$ cat src/rtl/glyph_rom_pkg.sv
// Shared constants for the glyph ROM arbiter: requester ids, widths and
// the base offset of each glyph set inside the merged font ROM.
package glyph_rom_pkg;

  localparam int GLYPH_ADDR_W = 10;
  localparam int GLYPH_DATA_W = 64;

  localparam int REQ_HANZI  = 0;
  localparam int REQ_SHUZI  = 1;
  localparam int REQ_DANWEI = 2;
  localparam int REQ_TITLE  = 3;

  typedef enum logic [1:0] {
    GLYPH_HANZI  = 2'd0,
    GLYPH_SHUZI  = 2'd1,
    GLYPH_DANWEI = 2'd2,
    GLYPH_TITLE  = 2'd3
  } glyph_set_e;

  localparam logic [GLYPH_ADDR_W-1:0] BASE_HANZI  = 10'd0;
  localparam logic [GLYPH_ADDR_W-1:0] BASE_SHUZI  = 10'd512;
  localparam logic [GLYPH_ADDR_W-1:0] BASE_DANWEI = 10'd768;
  localparam logic [GLYPH_ADDR_W-1:0] BASE_TITLE  = 10'd896;

  function automatic logic [GLYPH_ADDR_W-1:0] glyph_base(input glyph_set_e set);
    case (set)
      GLYPH_HANZI:  glyph_base = BASE_HANZI;
      GLYPH_SHUZI:  glyph_base = BASE_SHUZI;
      GLYPH_DANWEI: glyph_base = BASE_DANWEI;
      default:      glyph_base = BASE_TITLE;
    endcase
  endfunction

endpackage

$ cat src/rtl/glyph_rom_arbiter_if.sv
// Bundle between the glyph fetch units / font ROM (master) and the arbiter (slave).
interface glyph_rom_arbiter_if
  import glyph_rom_pkg::*;
#(
  parameter int N_REQ  = 4,
  parameter int ADDR_W = GLYPH_ADDR_W,
  parameter int DATA_W = GLYPH_DATA_W
);
  logic [N_REQ-1:0]        req;
  logic [N_REQ*ADDR_W-1:0] req_addr;
  logic [N_REQ-1:0]        gnt;
  logic [ADDR_W-1:0]       rom_addr;
  logic [DATA_W-1:0]       rom_q;
  logic [N_REQ-1:0]        rd_valid;
  logic [DATA_W-1:0]       rd_data;
  logic                    busy;

  modport master (
    output req, req_addr, rom_q,
    input  gnt, rom_addr, rd_valid, rd_data, busy
  );

  modport slave (
    input  req, req_addr, rom_q,
    output gnt, rom_addr, rd_valid, rd_data, busy
  );
endinterface

$ cat src/rtl/rr_arbiter_n.sv
// Combinational round-robin pick: first set request at or after ptr, wrapping.
module rr_arbiter_n #(
  parameter int N     = 4,
  parameter int PTR_W = (N > 1) ? $clog2(N) : 1
) (
  input  logic [PTR_W-1:0] ptr,
  input  logic [N-1:0]     req,
  output logic [N-1:0]     gnt,
  output logic [PTR_W-1:0] win,
  output logic             any
);
  int idx;

  always_comb begin
    gnt = '0;
    win = '0;
    any = 1'b0;
    idx = 0;
    for (int k = 0; k < N; k++) begin
      // Explicit wrap so non-power-of-two N never aliases onto missing requesters.
      idx = int'(ptr) + k;
      if (idx >= N) idx = idx - N;
      if (!any && req[idx]) begin
        any      = 1'b1;
        gnt[idx] = 1'b1;
        win      = PTR_W'(idx);
      end
    end
  end
endmodule

$ cat src/rtl/glyph_rom_arbiter.sv
// Round-robin sharing of one synchronous glyph ROM; a tag pipe steers each
// returned row back to the requester that was granted ROM_LAT+1 cycles earlier.
module glyph_rom_arbiter
  import glyph_rom_pkg::*;
#(
  parameter int N_REQ   = 4,
  parameter int ADDR_W  = GLYPH_ADDR_W,
  parameter int DATA_W  = GLYPH_DATA_W,
  parameter int ROM_LAT = 1
) (
  input logic clk,
  input logic rst,
  glyph_rom_arbiter_if.slave bus
);
  localparam int PTR_W = (N_REQ > 1) ? $clog2(N_REQ) : 1;
  localparam int DEPTH = ROM_LAT + 1;

  logic [PTR_W-1:0]            ptr_q, ptr_d, win;
  logic [N_REQ-1:0]            arb_gnt;
  logic                        any, grant;
  logic [ADDR_W-1:0]           rom_addr_q, rom_addr_d;
  logic [DEPTH-1:0]            tag_vld_q, tag_vld_d;
  logic [DEPTH-1:0][N_REQ-1:0] tag_id_q, tag_id_d;
  logic [DATA_W-1:0]           rd_data_q, rd_data_d;

  rr_arbiter_n #(.N(N_REQ), .PTR_W(PTR_W)) u_rr (
    .ptr (ptr_q),
    .req (bus.req),
    .gnt (arb_gnt),
    .win (win),
    .any (any)
  );

  always_comb begin
    grant      = any & ~rst;
    ptr_d      = ptr_q;
    rom_addr_d = rom_addr_q;
    if (grant) begin
      ptr_d      = (win == PTR_W'(N_REQ - 1)) ? '0 : win + PTR_W'(1);
      rom_addr_d = bus.req_addr[int'(win)*ADDR_W +: ADDR_W];
    end
    // Index 0 is the tag captured at the grant edge; index DEPTH-1 drives rd_valid.
    tag_vld_d = {tag_vld_q[DEPTH-2:0], grant};
    tag_id_d  = {tag_id_q[DEPTH-2:0], arb_gnt};
    rd_data_d = tag_vld_q[ROM_LAT-1] ? bus.rom_q : rd_data_q;
  end

  always_ff @(posedge clk or posedge rst) begin
    if (rst) begin
      ptr_q      <= '0;
      rom_addr_q <= '0;
      tag_vld_q  <= '0;
      tag_id_q   <= '0;
      rd_data_q  <= '0;
    end else begin
      ptr_q      <= ptr_d;
      rom_addr_q <= rom_addr_d;
      tag_vld_q  <= tag_vld_d;
      tag_id_q   <= tag_id_d;
      rd_data_q  <= rd_data_d;
    end
  end

  assign bus.gnt      = grant ? arb_gnt : '0;
  assign bus.rom_addr = rom_addr_d;
  assign bus.rd_valid = tag_vld_q[DEPTH-1] ? tag_id_q[DEPTH-1] : '0;
  assign bus.rd_data  = rd_data_q;
  assign bus.busy     = |tag_vld_q;
endmodule

$ cat src/flat_wrapper.sv
// flat-port wrapper written by rule: the top's interface ports become plain ports
module glyph_rom_arbiter_flat import glyph_rom_pkg::*;
#(
  parameter int N_REQ   = 4,
  parameter int ADDR_W  = GLYPH_ADDR_W,
  parameter int DATA_W  = GLYPH_DATA_W,
  parameter int ROM_LAT = 1
)
  (clk, rst, bus_req, bus_req_addr, bus_rom_q, bus_gnt, bus_rom_addr, bus_rd_valid, bus_rd_data, bus_busy);
  glyph_rom_arbiter_if #(.N_REQ(N_REQ), .ADDR_W(ADDR_W), .DATA_W(DATA_W)) bus_i ();
  input logic clk;
  input logic rst;
  input wire logic [$bits(bus_i.req)-1:0] bus_req;
  input wire logic [$bits(bus_i.req_addr)-1:0] bus_req_addr;
  input wire logic [$bits(bus_i.rom_q)-1:0] bus_rom_q;
  output wire logic [$bits(bus_i.gnt)-1:0] bus_gnt;
  output wire logic [$bits(bus_i.rom_addr)-1:0] bus_rom_addr;
  output wire logic [$bits(bus_i.rd_valid)-1:0] bus_rd_valid;
  output wire logic [$bits(bus_i.rd_data)-1:0] bus_rd_data;
  output wire logic [$bits(bus_i.busy)-1:0] bus_busy;
  assign bus_i.req = bus_req;
  assign bus_i.req_addr = bus_req_addr;
  assign bus_i.rom_q = bus_rom_q;
  assign bus_gnt = bus_i.gnt;
  assign bus_rom_addr = bus_i.rom_addr;
  assign bus_rd_valid = bus_i.rd_valid;
  assign bus_rd_data = bus_i.rd_data;
  assign bus_busy = bus_i.busy;
  glyph_rom_arbiter #(.N_REQ(N_REQ), .ADDR_W(ADDR_W), .DATA_W(DATA_W), .ROM_LAT(ROM_LAT)) u_core (.clk(clk), .rst(rst), .bus(bus_i));
endmodule
$ cat config.mk
export PLATFORM = sky130hd
export DESIGN_NAME = glyph_rom_arbiter_flat
export DESIGN_NICKNAME = d
export VERILOG_FILES = /design/src/rtl/glyph_rom_pkg.sv /design/src/rtl/glyph_rom_arbiter_if.sv /design/src/rtl/rr_arbiter_n.sv /design/src/rtl/glyph_rom_arbiter.sv /design/src/flat_wrapper.sv
export SDC_FILE = /design/constraint.sdc
export NUM_CORES = 1
export LEC_CHECK = 0
export BUFFER_PORTS_ARGS = -buffer_cell sky130_fd_sc_hd__buf_4
export CAP_MARGIN = 0
export CORE_UTILIZATION = 50
export DETAILED_ROUTE_END_ITERATION = 8
export PLACE_DENSITY = 0.95
export SLEW_MARGIN = 20
export SYNTH_ARGS = -nofsm -noshare
export SYNTH_HDL_FRONTEND = slang
export SYNTH_SLANG_ARGS = --single-unit
$ cat constraint.sdc
create_clock -name clk -period 7.65 [get_ports clk]
set_clock_uncertainty 0.1 [all_clocks]
set_input_delay 0.765 -clock clk [delete_from_list [all_inputs] [get_ports clk]]
set_output_delay 0.765 -clock clk [all_outputs]
set_load 0.02 [all_outputs]
# After elaboration in Yosys (flattened, before gate mapping)
# Cells that the tools add are included.
# word_totals
regBits	86
in_bits	110
output_inout_bits	83
word_cells	85
# op_classes
n_addsub	8
n_mul	1
n_lt_le_gt_ge	12
n_eq_ne	1
n_shift	1
muxes	40
n_bitwise	5
n_reduce_logical	11
# ops
op	n
greater-or-equal comparator 32 x 1 -> 1 bit (second input constant)	4
less-than comparator 32 x 4 -> 1 bit (second input constant)	4
two-way mux 32 bit	4
variable part select 40 x 32 -> 10 bit	1
two-way mux 4 bit	6
two-way mux 1 bit	16
bitwise OR 4 bit	3
subtractor 3 x 3 -> 4 bit (second input constant)	3
two-way mux 10 bit	1
two-way mux 2 bit	5
greater-or-equal comparator 3 bit (second input constant)	3
binary-select mux 1 bit (select 2 bit)	4
demux 1 bit (select 2 bit)	4
logical AND 1 bit	7
adder 2 x 2 -> 3 bit (second input constant)	2
multiplier 2 x 3 -> 5 bit (second input constant)	1
subtractor 2 x 3 -> 4 bit (second input constant)	1
adder 2 x 1 -> 3 bit (second input constant)	1
greater-or-equal comparator 2 x 3 -> 1 bit (second input constant)	1
zero test 1 bit	3
adder 2 x 1 -> 2 bit (second input constant)	1
== test 2 bit (second input constant)	1
OR reduction 2 bit	1
bitwise AND 1 bit	1
inverter 1 bit	1

# Longest topological paths before layout
# depth
ltp_word	18
depth_mapped	12
depth_no_buf	8

# Modules after synthesis
# A second synthesis with hierarchy kept.
# unflattened
cells_unflattened	244
hier_area_um2	3875.0
# modules_own_cells
module	n_inst	cells_each	area_per_inst_um2	seq_area_each_um2
glyph_rom_arbiter	1	196	3414.5	2152.1
rr_arbiter_n	1	48	460.4	0.0

# Worst setup path before layout
# Ideal clock, no wire load.
# synth_timing
kind	in2out
from	input port rst
to	output port bus_rom_addr[3]
arrival_ns	4.147
t_required_ns	6.785
path_slack_ns	2.638
path_stages	5
n_path_buf	0
cell_sequence	inv_1 > nand2_1 > nor4_1 > a22oi_1 > o221ai_1
# synth_between
elab_chain_len	3
# synth_lines
element	line	text
from (decl)	flat_wrapper.sv:12	input logic rst;
inverter 1 bit	glyph_rom_arbiter.sv:35	grant = any & ~rst;
bitwise AND 1 bit	glyph_rom_arbiter.sv:35	
two-way mux 10 bit	glyph_rom_arbiter.sv:38	if (grant) begin
to (decl)	flat_wrapper.sv:17	output wire logic [$bits(bus_i.rom_addr)-1:0] bus_rom_addr;
# Every way passes these cells.

# Worst setup path after layout
# layout_timing
from	register u_core.ptr_q[0]
to	output port bus_rom_addr[8]
# layout_between
elab_chain_len	18
elab_cells_between_ends	45
cone_classes	7 x add/sub; 1 x mul; 4 x order compare; 1 x shift; 25 x mux; 1 x bitwise; 6 x reduce/logical
# layout_lines
element	line	text
from (decl)	glyph_rom_arbiter.sv:18	logic [PTR_W-1:0] ptr_q, ptr_d, win;
from (signal assigned)	glyph_rom_arbiter.sv:56	ptr_q <= ptr_d;
branches (longest 17 deep; another with subtractor 3 x 3 -> 4 bit)	-	
two-way mux 10 bit (*)	glyph_rom_arbiter.sv:38	
# Every way passes the cells marked *. The select of a mux whose other input is x is not followed.

==> metrics.txt <==
post-synthesis average cell area 13.42 um^2; worst reg-to-reg setup slack 3.88 ns; critical-path cell list inv_1 > ha_1 > mux4_2 > o21bai_1 > a21oi_1 > or2_1 > mux2i_1 > o221ai_1 > buf_4; Post-synth ARST share 100.0%; Net Count, Synth 409; clock net sink count 86; largest net degree at the start of global routing 67; total grt overflow 0; cts repair resizes 0; setup TNS 0 ns; commonest non-fill, non-tap cell in the layout buf_4; fraction of final layout cells with drive strength greater than 1 58.68%; routed len/inst 16.85 um; Filler cells 471; Synth Flop Type dfrtp_1; DRT antenna net count 0; post-synthesis compound-gate area fraction 7.944%; Critical Path RT 6.78 ns; CTS tree yes; MaxCap Viol Count 0; Ports 193; slowest cell on the critical path dfrtp_1; postcts setup bufs 0; fin nets 597; fin crit share 64.36%; starting density of the core 52.73%; # DRC 0; startpoint types flip-flop; CORE AREA 0.007408 mm^2; Final Max Slew Viols 0; number of global-route vias before repair 3,255; height of the chip 90.39 um; Slew HR 46.28%; Initial DRT Pass Iterations 4; P&R area growth vs syn 43.15%; routed vias 3,098; GPL Wtd Cong 0.7965; commonest cells after routing, fill and taps aside buf_4, dfrtp_1, mux2_2; CTS Buf Count 9; Netlist cell types 40; Tightest Pin Transition 0.8058 ns; Clock H-tree levels 3; Power Density 299.7 mW/mm^2; ant diodes 0; crit end category primary output; Post-Synth XOR/XNOR Area 0.2242%; Synth Area in Adders 2.562%; endpoints failing setup 0; Tot Pwr 1.676 mW; Die ar. 0.008170 mm^2; largest family of logic cells by synthesized area multiplexers; final hold vios 0; Synth Register Bits 86; Syn. warnings 0; RSZ-0062 raised after global routing no; Clk pin slew, worst setup/hold paths 0.09 ns; crit path DAT 4.06 ns; outcome finished, final reports clean; vias per inst 5.314; first-pass GRT wire length 15,790 um; Syn Std Cell Area 0.003906 mm^2; initial antenna violation count 0; delay-heaviest family, CP multiplexers; EDFF count, synth 0; Gate Count Post-Synth 291; CP Class reg -> out; DR iter-0 viols 119; Clock Root Buffer clkbuf_8; post-DP HPWL 7632 um; row count 31; Port-buffer cells 192; Tot GR Track Use 24.73%; mux contribution to synthesized area 24.47%; Bufs on Longest Clock Path 2; hold crit path type reg -> reg; Die Wd 90.39 um; CP max FO 17; simple-gate share of the synthesized area 6.310%; hold_buf cts 0; Post-Route WL 9821 um; CP peak stage delay 0.75 ns; Seq/Total Area, Yosys 55.09%; leakage power 2.734 nW; Max VDD drop 0.0002580 V; Clk Latency, worst-skew pair 0.34 ns; Final min period 4.924 ns; f_max 203.1 MHz; Worst Path Buf+Inv 2
[layer usage]
| layer | track usage (%) | share of wire, % | vias to the layer above |
|---|---|---|---|
| li1 | - | - | 1426 |
| met1 | 27.10 | 37 | 1490 |
| met2 | 45.74 | 54 | 161 |
| met3 | 5.976 | 7.1 | 21 |
| met4 | 9.812 | 2.3 | 0 |
| met5 | 0 | 0 | - |
[cell usage after synthesis (2+ instances only)]
cell type | instances | share of area [%]
a21oi_1 | 5 | 0.64
a221o_1 | 4 | 1.0
a22oi_1 | 8 | 1.5
and2_1 | 8 | 1.3
buf_2 | 3 | 0.38
buf_6 | 3 | 0.86
clkbuf_1 | 9 | 0.86
dfrtp_1 | 86 | 55
ha_1 | 8 | 2.6
inv_1 | 5 | 0.48
mux2_2 | 64 | 18
mux2i_1 | 19 | 4.9
mux4_2 | 2 | 1.2
nand2_1 | 16 | 1.5
nor2_1 | 13 | 1.2
nor2b_1 | 2 | 0.32
o211ai_1 | 2 | 0.38
o21ai_0 | 2 | 0.26
o21bai_1 | 2 | 0.38
o221ai_1 | 9 | 2.0
or2_2 | 2 | 0.32
[kinds of logic after synthesis]
logic type               count (synthesis)
AO/OA/AOI/OAI                           38
XOR/XNOR                                 1
adder cells (fa/ha/maj)                  8
buffers and inverters                   23
flip-flops                              86
multiplexers                            85
AND/OR/NAND/NOR                         50
[registers in the layout, summed over array words and instances (netlist names)]
| signal | flops |
|---|---|
| u_core.tag_id_q | 4 |
| u_core.bus.rd_data | 64 |
| u_core.ptr_q | 2 |
| u_core.tag_vld_q | 2 |
| u_core.rom_addr_q | 10 |
| u_core.tag_id_d | 4 |
[power by group]
group,internal (mW),leakage [nW],switching (mW)
combinational,0.342,1.61,0.399
clock,0.166,0.106,0.173
sequential,0.540,1.02,0.0547
total,1.05,2.73,0.627
[layout make-up]
| class | count | area (um^2) | area share, % |
|---|---|---|---|
| flip-flops and latches | 86 | 2153 | 38.51 |
| multi-input cells | 182 | 1622 | 29.00 |
| repair buffers | 194 | 1456 | 26.05 |
| clock buffers | 10 | 137.6 | 2.461 |
| well taps | 99 | 123.9 | 2.215 |
| clock inverters | 6 | 75.07 | 1.343 |
| inverters | 6 | 23.77 | 0.4252 |
[through the flow]
step                cell area (um^2)  utilization, %  instances  hold WS, ns  worst slack (ns)
floorplan                       3906               -        291       0.2312             2.638
global placement                5379           72.61        567       0.2315             3.328
detailed placement              5379           72.61        567       0.2356             3.122
CTS                             5592           75.48        583       0.2563             2.720
global route                    5592           75.48        583       0.2715             2.406
finish                          5592           75.48        583       0.2558             2.726
[final timing paths]
kind                       depth (start not counted)                                 to                          from
max                                                9                    bus_rom_addr[8]   u_core.ptr_q[0]$_DFFE_PP0P_
min                                                0       u_core.tag_id_q[6]$_DFF_PP0_  u_core.tag_id_d[6]$_DFF_PP0_
max reg2reg                                        8     u_core.rom_addr_q[8]$_DFF_PP0_   u_core.ptr_q[0]$_DFFE_PP0P_
min reg2reg                                        0       u_core.tag_id_q[6]$_DFF_PP0_  u_core.tag_id_d[6]$_DFF_PP0_
max in group asynchronous                          3      u_core.tag_vld_q[0]$_DFF_PP0_                           rst
min in group asynchronous                          2  u_core.bus.rd_data[7]$_DFFE_PP0P_                           rst
Note: power is estimated with default switching activity, not from simulation.
